**src/rtl/serial_sub_pkg.sv**
```systemverilog
// Shared definitions for the nibble-serial subtractor: FSM encoding, nibble width
// and step-counter sizing.
`timescale 1ns/1ps
package serial_sub_pkg;

    typedef enum logic [1:0] {
        StIdle = 2'd0,
        StRun  = 2'd1,
        StDone = 2'd2
    } state_e;

    localparam int unsigned NIB = 4;

    // Counter width for n steps; at least one bit so a single-nibble build still elaborates.
    function automatic int unsigned clog2(input int unsigned n);
        int unsigned w;
        w = 0;
        while ((32'd1 << w) < n) begin
            w++;
        end
        return (w == 0) ? 1 : w;
    endfunction

endpackage

```
**src/rtl/fast_sub4.sv**
```systemverilog
// Combinational 4-bit borrow-lookahead subtractor: diff = a - b - b_in.
`timescale 1ns/1ps
module fast_sub4 (
    input  logic [3:0] a,
    input  logic [3:0] b,
    input  logic       b_in,
    output logic [3:0] diff,
    output logic       b_out
);

    logic [3:0] p;
    logic [3:0] g;
    logic [4:0] bw;

    always_comb begin
        p     = ~(a ^ b);
        g     = ~a & b;
        bw[0] = b_in;
        // Flattened lookahead: every borrow depends only on p, g and b_in.
        bw[1] = g[0] | (p[0] & b_in);
        bw[2] = g[1] | (p[1] & g[0]) | (p[1] & p[0] & b_in);
        bw[3] = g[2] | (p[2] & g[1]) | (p[2] & p[1] & g[0]) | (p[2] & p[1] & p[0] & b_in);
        bw[4] = g[3] | (p[3] & g[2]) | (p[3] & p[2] & g[1]) | (p[3] & p[2] & p[1] & g[0])
              | (p[3] & p[2] & p[1] & p[0] & b_in);
        diff  = a ^ b ^ bw[3:0];
        b_out = bw[4];
    end

endmodule

```
**src/rtl/serial_sub16.sv**
```systemverilog
// Nibble-serial subtractor computing a - b - b_in over WIDTH bits, one nibble per clock.
// Optional signed-overflow output is enabled by defining SERIAL_SUB_OVF_EN.
`timescale 1ns/1ps
module serial_sub16
    import serial_sub_pkg::*;
#(
    parameter int unsigned WIDTH = 16
) (
    input  logic             clk,
    input  logic             rst_n,
    input  logic             start,
    input  logic [WIDTH-1:0] a,
    input  logic [WIDTH-1:0] b,
    input  logic             b_in,
    output logic             busy,
    output logic             done,
    output logic [WIDTH-1:0] diff,
`ifdef SERIAL_SUB_OVF_EN
    output logic             ovf,
`endif
    output logic             b_out
);

    localparam int unsigned N  = WIDTH / NIB;
    localparam int unsigned CW = clog2(N);

    state_e           state_q, state_d;
    logic [CW-1:0]    cnt_q, cnt_d;
    logic [WIDTH-1:0] a_q, a_d;
    logic [WIDTH-1:0] b_q, b_d;
    logic             bw_q, bw_d;
    logic [WIDTH-1:0] res_q, res_d;
    logic [WIDTH-1:0] diff_q, diff_d;
    logic             b_out_q, b_out_d;

    logic [NIB-1:0]       nib_diff;
    logic                 nib_bout;
    logic [WIDTH+NIB-1:0] res_cat;
    logic [WIDTH-1:0]     res_shift;
    logic                 last_step;

    fast_sub4 u_fast_sub4 (
        .a     (a_q[NIB-1:0]),
        .b     (b_q[NIB-1:0]),
        .b_in  (bw_q),
        .diff  (nib_diff),
        .b_out (nib_bout)
    );

`ifdef SERIAL_SUB_OVF_EN
    // Operand sign bits are kept apart because a_q/b_q shift out as they are consumed.
    logic a_msb_q, a_msb_d;
    logic b_msb_q, b_msb_d;
    logic ovf_q, ovf_d;
`endif

    always_comb begin
        // New nibble enters at the top, so after N steps nibble 0 sits at the LSBs.
        res_cat   = {nib_diff, res_q};
        res_shift = res_cat[WIDTH+NIB-1:NIB];
        last_step = (cnt_q == CW'(N - 1));
    end

    always_comb begin
        state_d = state_q;
        cnt_d   = cnt_q;
        a_d     = a_q;
        b_d     = b_q;
        bw_d    = bw_q;
        res_d   = res_q;
        diff_d  = diff_q;
        b_out_d = b_out_q;
`ifdef SERIAL_SUB_OVF_EN
        a_msb_d = a_msb_q;
        b_msb_d = b_msb_q;
        ovf_d   = ovf_q;
`endif
        case (state_q)
            StIdle, StDone: begin
                if (start) begin
                    state_d = StRun;
                    cnt_d   = '0;
                    a_d     = a;
                    b_d     = b;
                    bw_d    = b_in;
                    res_d   = '0;
`ifdef SERIAL_SUB_OVF_EN
                    a_msb_d = a[WIDTH-1];
                    b_msb_d = b[WIDTH-1];
`endif
                end else begin
                    state_d = StIdle;
                end
            end
            StRun: begin
                a_d   = a_q >> NIB;
                b_d   = b_q >> NIB;
                bw_d  = nib_bout;
                res_d = res_shift;
                cnt_d = cnt_q + 1'b1;
                if (last_step) begin
                    state_d = StDone;
                    diff_d  = res_shift;
                    b_out_d = nib_bout;
`ifdef SERIAL_SUB_OVF_EN
                    ovf_d   = (a_msb_q != b_msb_q) && (res_shift[WIDTH-1] != a_msb_q);
`endif
                end
            end
            default: state_d = StIdle;
        endcase
    end

    always_ff @(posedge clk or negedge rst_n) begin
        if (!rst_n) begin
            state_q <= StIdle;
            cnt_q   <= '0;
            a_q     <= '0;
            b_q     <= '0;
            bw_q    <= 1'b0;
            res_q   <= '0;
            diff_q  <= '0;
            b_out_q <= 1'b0;
        end else begin
            state_q <= state_d;
            cnt_q   <= cnt_d;
            a_q     <= a_d;
            b_q     <= b_d;
            bw_q    <= bw_d;
            res_q   <= res_d;
            diff_q  <= diff_d;
            b_out_q <= b_out_d;
        end
    end

`ifdef SERIAL_SUB_OVF_EN
    always_ff @(posedge clk or negedge rst_n) begin
        if (!rst_n) begin
            a_msb_q <= 1'b0;
            b_msb_q <= 1'b0;
            ovf_q   <= 1'b0;
        end else begin
            a_msb_q <= a_msb_d;
            b_msb_q <= b_msb_d;
            ovf_q   <= ovf_d;
        end
    end

    assign ovf = ovf_q;
`endif

    assign busy  = (state_q == StRun);
    assign done  = (state_q == StDone);
    assign diff  = diff_q;
    assign b_out = b_out_q;

endmodule

```
**config.mk**
```make
export PLATFORM = sky130hd
export DESIGN_NAME = serial_sub16
export DESIGN_NICKNAME = d
export VERILOG_FILES = /design/src/rtl/serial_sub_pkg.sv /design/src/rtl/fast_sub4.sv /design/src/rtl/serial_sub16.sv
export SDC_FILE = /design/constraint.sdc
export NUM_CORES = 1
export LEC_CHECK = 0
export ABC_CLOCK_PERIOD_IN_PS = 2400
export CAP_MARGIN = 25
export CORE_MARGIN = 4
export CORE_UTILIZATION = 42
export DETAILED_ROUTE_END_ITERATION = 12
export PLACE_DENSITY = 0.69
export REMOVE_ABC_BUFFERS = 1
export SETUP_SLACK_MARGIN = 0.02
export SLEW_MARGIN = 20
export SYNTH_ARGS = -nofsm -noshare
export SYNTH_HDL_FRONTEND = slang
export SYNTH_SLANG_ARGS = --single-unit
```
**constraint.sdc**
```tcl
create_clock -name clk -period 2.4 [get_ports clk]
set_clock_uncertainty 0.05 [all_clocks]
set_input_delay 0.48 -clock clk [delete_from_list [all_inputs] [get_ports clk]]
set_output_delay 0.48 -clock clk [all_outputs]
set_load 0.02 [all_outputs]
```
== After elaboration in Yosys (flattened, before gate mapping) ==
Cells that the tools add are included.

* $add $sub $neg: 1
* Equal/unequal tests: 5
* Bitwise operators: 31
* Reduce and logical (&&, ||, !) cells: 5
* Muxes and demuxes: 13

{| class="wikitable"
|+ Operators with widths
! cell !! number
|-
| $pmux W16 S2 || 3
|-
| $mux W16 || 3
|-
| $and A1 B1 Y1 || 16
|-
| $or A1 B1 Y1 || 10
|-
| $not A4 Y4 || 2
|-
| $pmux W2 S2 || 2
|-
| $xor A4 B4 Y4 || 2
|-
| $and A4 B4 Y4 || 1
|-
| $eq A2 B2 Y1 const B || 2
|-
| $mux W2 || 2
|-
| $reduce_and A2 Y1 || 2
|-
| $add A2 B1 Y2 const B || 1
|-
| $eq A2 B1 Y1 const B || 1
|-
| $logic_not A2 Y1 || 1
|-
| $mux W1 || 2
|-
| $ne A2 B1 Y1 const B || 1
|-
| $ne A2 B2 Y1 const B || 1
|-
| $pmux W1 S2 || 1
|-
| $reduce_bool A2 Y1 || 1
|-
| $reduce_or A2 Y1 || 1
|}

* Input port bits: 36
* Register bits: 70
* Output and inout port bits: 19

== Logic depth before layout (Yosys ltp) ==
* Word-level depth: 8
* Gate-level depth with buffers: 6
* Gate-level depth less buffers: 5

== Modules after synthesis ==
A second synthesis with hierarchy kept.

* Cell total of the unflattened synthesis: 264
* Area total of the unflattened synthesis: 3,143.0 um^2

{| class="wikitable"
|+ By module, submodules not included
! module !! area each (um^2) !! sequential area each (um^2) !! cells each !! times used
|-
| serial_sub16 || 2,942.8 || 1,651.6 || 237 || 1
|-
| fast_sub4 || 200.2 || 0.0 || 27 || 1
|}

== Least setup slack after synthesis ==
OpenSTA, ideal clock, no wires.

* Kind: reg2reg
* From: register a_q[0]
* To: register res_q[14]
* Library setup time: 124 ps
* Setup slack: 699 ps
* Stages on the path, launching flop included: 6
* Path buffers: 0
* Clock period less this slack: 1,701 ps
* Arrival: 1,527 ps
* Cell sequence: dfrtp_1 -> inv_1 -> ha_1 -> a211o_1 -> and4_2 -> a211o_1

* Longest elaborated chain between the ends: 7
* Elaborated cells between the ends (all ways): 11
* Those cells by class: mux: 1; bitwise: 10

{| class="wikitable"
|+ Ends and longest elaborated chain
! what !! line !! text
|-
| from (decl) || serial_sub16.sv:29 || <nowiki>logic [WIDTH-1:0] a_q, a_d;</nowiki>
|-
| from (signal assigned) || serial_sub16.sv:118 || <nowiki>a_q <= '0;</nowiki>
|-
| from (signal assigned) || serial_sub16.sv:127 || <nowiki>a_q <= a_d;</nowiki>
|-
| $not A4 Y4 / $xor A4 B4 Y4 (equally long branches) || fast_sub4.sv:17, fast_sub4.sv:16 ||
|-
| $and A4 B4 Y4 / $not A4 Y4 (equally long branches) || fast_sub4.sv:17, fast_sub4.sv:16 ||
|-
| $and A1 B1 Y1 || fast_sub4.sv:21 || <nowiki>bw[2] = g[1] | (p[1] & g[0]) | (p[1] & p[0] & b_in);</nowiki>
|-
| $or A1 B1 Y1 / $and A1 B1 Y1 (equally long branches) || fast_sub4.sv:21 ||
|-
| $or A1 B1 Y1 (*) || fast_sub4.sv:21 ||
|-
| $xor A4 B4 Y4 (*) || fast_sub4.sv:25 || <nowiki>diff = a ^ b ^ bw[3:0];</nowiki>
|-
| $pmux W16 S2 (*) || serial_sub16.sv:78 || <nowiki>case (state_q)</nowiki>
|-
| to (signal assigned) || serial_sub16.sv:130 || <nowiki>res_q <= res_d;</nowiki>
|-
| to (decl) || serial_sub16.sv:32 || <nowiki>logic [WIDTH-1:0] res_q, res_d;</nowiki>
|}

Every way passes the cells marked *; elsewhere a longest branch is shown, timed or not.
A chain may end at the register's enable or synchronous reset.

== Worst setup path in the final report ==
* From: register state_q[1]
* To: output port busy

* Longest elaborated chain between the ends: 1

{| class="wikitable"
|+ Ends and longest elaborated chain
! what !! line !! text
|-
| from (decl) || serial_sub16.sv:27 || <nowiki>state_e state_q, state_d;</nowiki>
|-
| from (signal assigned) || serial_sub16.sv:116 || <nowiki>state_q <= StIdle;</nowiki>
|-
| from (signal assigned) || serial_sub16.sv:125 || <nowiki>state_q <= state_d;</nowiki>
|-
| $eq A2 B1 Y1 || serial_sub16.sv:152 || <nowiki>assign busy = (state_q == StRun);</nowiki>
|-
| to (decl) || serial_sub16.sv:15 || <nowiki>output logic busy,</nowiki>
|}

Every way passes these cells.

==> run_results.csv <==
group,metric,value,unit
clock_network,cts-resized-gates,0,
global_routing,grt_start_max_net_pins,67,
detailed_routing,routed_met1_length,2.65,mm
critical_path,arrival_time_reported_for_the_critical_path_endpoint,1560,ps
logic_synthesis,yosysWarningCount,0,
die,floorplan.io_pins,55,
sta,tns,0,ps
detailed_routing,count_of_vias_placed_by_the_detailed_router,2200,
final_layout,postLayoutCoreUtil,56.0,%
final_layout,syn_to_final_growth,27.3,%
sta,setup_viol_count_final,0,
detailed_routing,route.detailed.drc,0,
sta,hold_violations,0,
logic_synthesis,netlist_instances,291,
pwr,ir_worst_vdd,0.000465,V
die,floorplan.die_area,8190,um2
global_routing,globalRouteOverflowTotal,0,
sta,fin_worst_hold_slack,104,ps
logic_synthesis,avgSynthCellArea,9.83,um2
critical_path,critical_path_class,"flip-flop to primary output",
clock_network,cts-buffers-inserted,9,
detailed_routing,route.antenna.remaining_nets,0,
hold_path,tightest_hold_check_type,"input port to asynchronous set/reset pin",
logic_synthesis,synthFlopType,"dfrtp_1",
place,placement.io_buffers,54,
sta,final-max-slew-violation-count,0,
critical_path,crit-reg2reg-capture,"res_q[14]$_DFFE_PN0P_",
pwr,clock_network_fraction_of_design_power,17.2,%
outcome,outcome,"finished clean",
place,placement.cell_area,3450,um2
pwr,sw_frac_of_total,38.4,%
final_layout,num-nets-final,384,
logic_synthesis,yosys.area.top_type,"dfrtp_1",
logic_synthesis,synth_edf_count,0,
logic_synthesis,ys_top_cells_by_area,"dfrtp_1 (58%), nand2_1 (11%), a31oi_1 (5.5%)",
die,row_cnt,29,
logic_synthesis,ys_ff_latch,66,
critical_path,critical_path.max_fanout,3,
sta,fin_crit,2090,ps
die,core,6490,um2
critical_path,reg2regPathDepth,5,
clock_network,clockBufferDepth,2,
pwr,power_switching,1.99,mW
detailed_routing,postRouteWirelength,5.66,mm
global_routing,grt_pass1_wl,9.86,mm
clock_network,worst_setup_hold_path_clk_slew,70,ps
die,dieWidth,90.5,um
pwr,p_comb_share,45.2,%
die,die_y,90.5,um
logic_synthesis,synth-seq-area-share,57.7,%
critical_path,setup.worst_path.start_class,"flip-flop",
detailed_routing,initial_detailed_routing_violation_count,148,
detailed_routing,route.met2.wl,2.60,mm
clock_network,cts_tree,"built",
critical_path,end_kind,"primary output",
place,post-dp-hpwl,3.75,mm
sta,period_share,87.0,%
global_routing,grt_usage,14.6,%
clock_network,tritoncts_num_sinks,66,
detailed_routing,met3RoutedLength,341,um
pwr,cellLeakagePower,1.70,nW
clock_network,insertion_delay,330,ps
pwr,power_frac_seq,37.6,%
detailed_routing,post_drt_via_cell_ratio,5.21,
logic_synthesis,synth_async_sr_flop_share,100,%
pwr,report.power.total,5.17,mW
final_layout,final_area,3640,um2
sta,grt_setup_unrepaired,"no",
logic_synthesis,synth_top_area_share,57.7,%
clock_network,postCtsHoldBufs,0,
detailed_routing,first_pass_iteration_count_of_the_detailed_router,5,
flow_run,drv.max_cap_violation_count,0,
final_layout,diodes,0,
sta,worst_slew_margin,63.7,%
detailed_routing,top_layer,"met4",
final_layout,drive_gt1_share,8.41,%
die,floorplan.initialDensity,44.0,%
pwr,cellInternalPower,3.18,mW
detailed_routing,wl_per_cell,13.4,um
critical_path,worst-r2r-setup-slack,600,ps
sta,worst_pin_slew,545,ps
critical_path,regToRegStartpoint,"a_q[0]$_DFFE_PN0P_",
final_layout,fillCellCount,590,
clock_network,clock_root_buffer,"clkbuf_8",
pwr,p_per_area,1420,nW/um2
logic_synthesis,mappedNetlistArea,2860,um2
global_routing,grt_pass1_vias,2149,
global_routing,grt_antenna_before_repair,0,
critical_path,worstPathRequired,1870,ps
logic_synthesis,synth.lib_cells_used.distinct,35,
sta,timing.fmax,0.479,GHz
place,gp_routability_congestion,0.747,
clock_network,h_tree_levels,3,
clock_network,cts_setup_buffers,0,
==> final cells by class <==
cell class / instances / area [um2] / share of cell area (%)
Clock buffer: 12 / 145 / 3.99
Clock inverter: 3 / 40.0 / 1.10
Inverter: 6 / 22.5 / 0.619
Multi-Input combinational cell: 197 / 1080 / 29.8
Sequential cell: 66 / 1650 / 45.4
Tap cell: 77 / 96.3 / 2.65
Timing Repair Buffer: 61 / 601 / 16.5
==> worst max path at each step <==
stage | slack [ps] | start | cells after the start | end
after floorplan | -480 | state_q[1]$_DFFE_PN0P_ | 4 | a_q[12]$_DFFE_PN0P_
after global placement | 570 | start | 5 | res_q[14]$_DFFE_PN0P_
after detailed placement | 510 | start | 5 | a_q[2]$_DFFE_PN0P_
after CTS | 280 | state_q[1]$_DFFE_PN0P_ | 3 | busy
after global routing | 250 | state_q[1]$_DFFE_PN0P_ | 3 | busy
final | 310 | state_q[1]$_DFFE_PN0P_ | 3 | busy
==> cells by family (layout without fill, tap and decap cells) <==
family	after synthesis	after routing	synth area share, %
xor gates and xnor gates	1	1	0.306
muxes	1	1	0.394
AOI/OAI and AO/OA	62	62	16.0
adders and majority gates	7	7	3.32
buffers and inverters	28	82	4.55
and+or+nand+nor	126	126	17.7
DFF	66	66	57.7
==> routing by layer <==
metal | vias up | global-route usage [%]
met5 | - | 0
met4 | 0 | 6.12
met3 | 6 | 4.08
met2 | 64 | 23.3
met1 | 1038 | 18.7
li1 | 1092 | -
==> critical path: stages, from the launching register on <==
cell	delay (ps)
dfrtp_1	380
nand2b_2	190
inv_2	60
clkdlybuf4s50_1	600
==> state kept, by name (all words and copies together) (netlist names) <==
signal,flops
a_q,16
b_q,16
diff,16
res_q,12
cnt_q,2
state_q,2
b_out,1
bw_q,1
==> power groups by stage <==
stage	registers, mW	clock network, mW	logic [mW]
finish	1.94	0.887	2.34
global route	2.01	0.957	2.64
CTS	1.95	0.911	2.37
detailed placement	1.96	0	2.36
global placement	1.94	0	2.30
floorplan	2.04	0	1.46
==> layout by cell type, fill, tap and decap left out, types with 2 or more instances in the layout <==
| cell type | instances |
|---|---|
| nand2_1 | 84 |
| o211ai_1 | 2 |
| a211o_1 | 3 |
| a31oi_1 | 25 |
| ha_1 | 6 |
| a21oi_1 | 2 |
| clkinv_2 | 2 |
| o21ai_0 | 4 |
| nand3_1 | 5 |
| o2bb2ai_1 | 2 |
| nor2_1 | 28 |
| a22o_1 | 17 |
| inv_1 | 5 |
| buf_4 | 6 |
| clkdlybuf4s50_1 | 53 |
| clkbuf_1 | 2 |
| dfrtp_1 | 66 |
| clkbuf_8 | 10 |
==> cell usage after synthesis, types with 2 or more instances <==
master and count:
nor2_1 28, a211o_1 3, clkbuf_1 5, a31oi_1 25, o21ai_0 4, o2bb2ai_1 2
buf_2 14, nor2b_1 2, a22o_1 17, nand2b_1 2, buf_1 2, inv_1 5
nand2_1 84, o211ai_1 2, a21oi_1 2, nand3_1 5, dfrtp_1 66, ha_1 6
==> through the flow <==
| stage | std cells | setup WS, ps |
|---|---|---|
| floorplan | 269 | -482 |
| global placement | 407 | 573 |
| detailed placement | 407 | 513 |
| CTS | 422 | 284 |
| global route | 422 | 252 |
| finish | 422 | 311 |
Note: power is estimated with default switching activity, not from simulation.
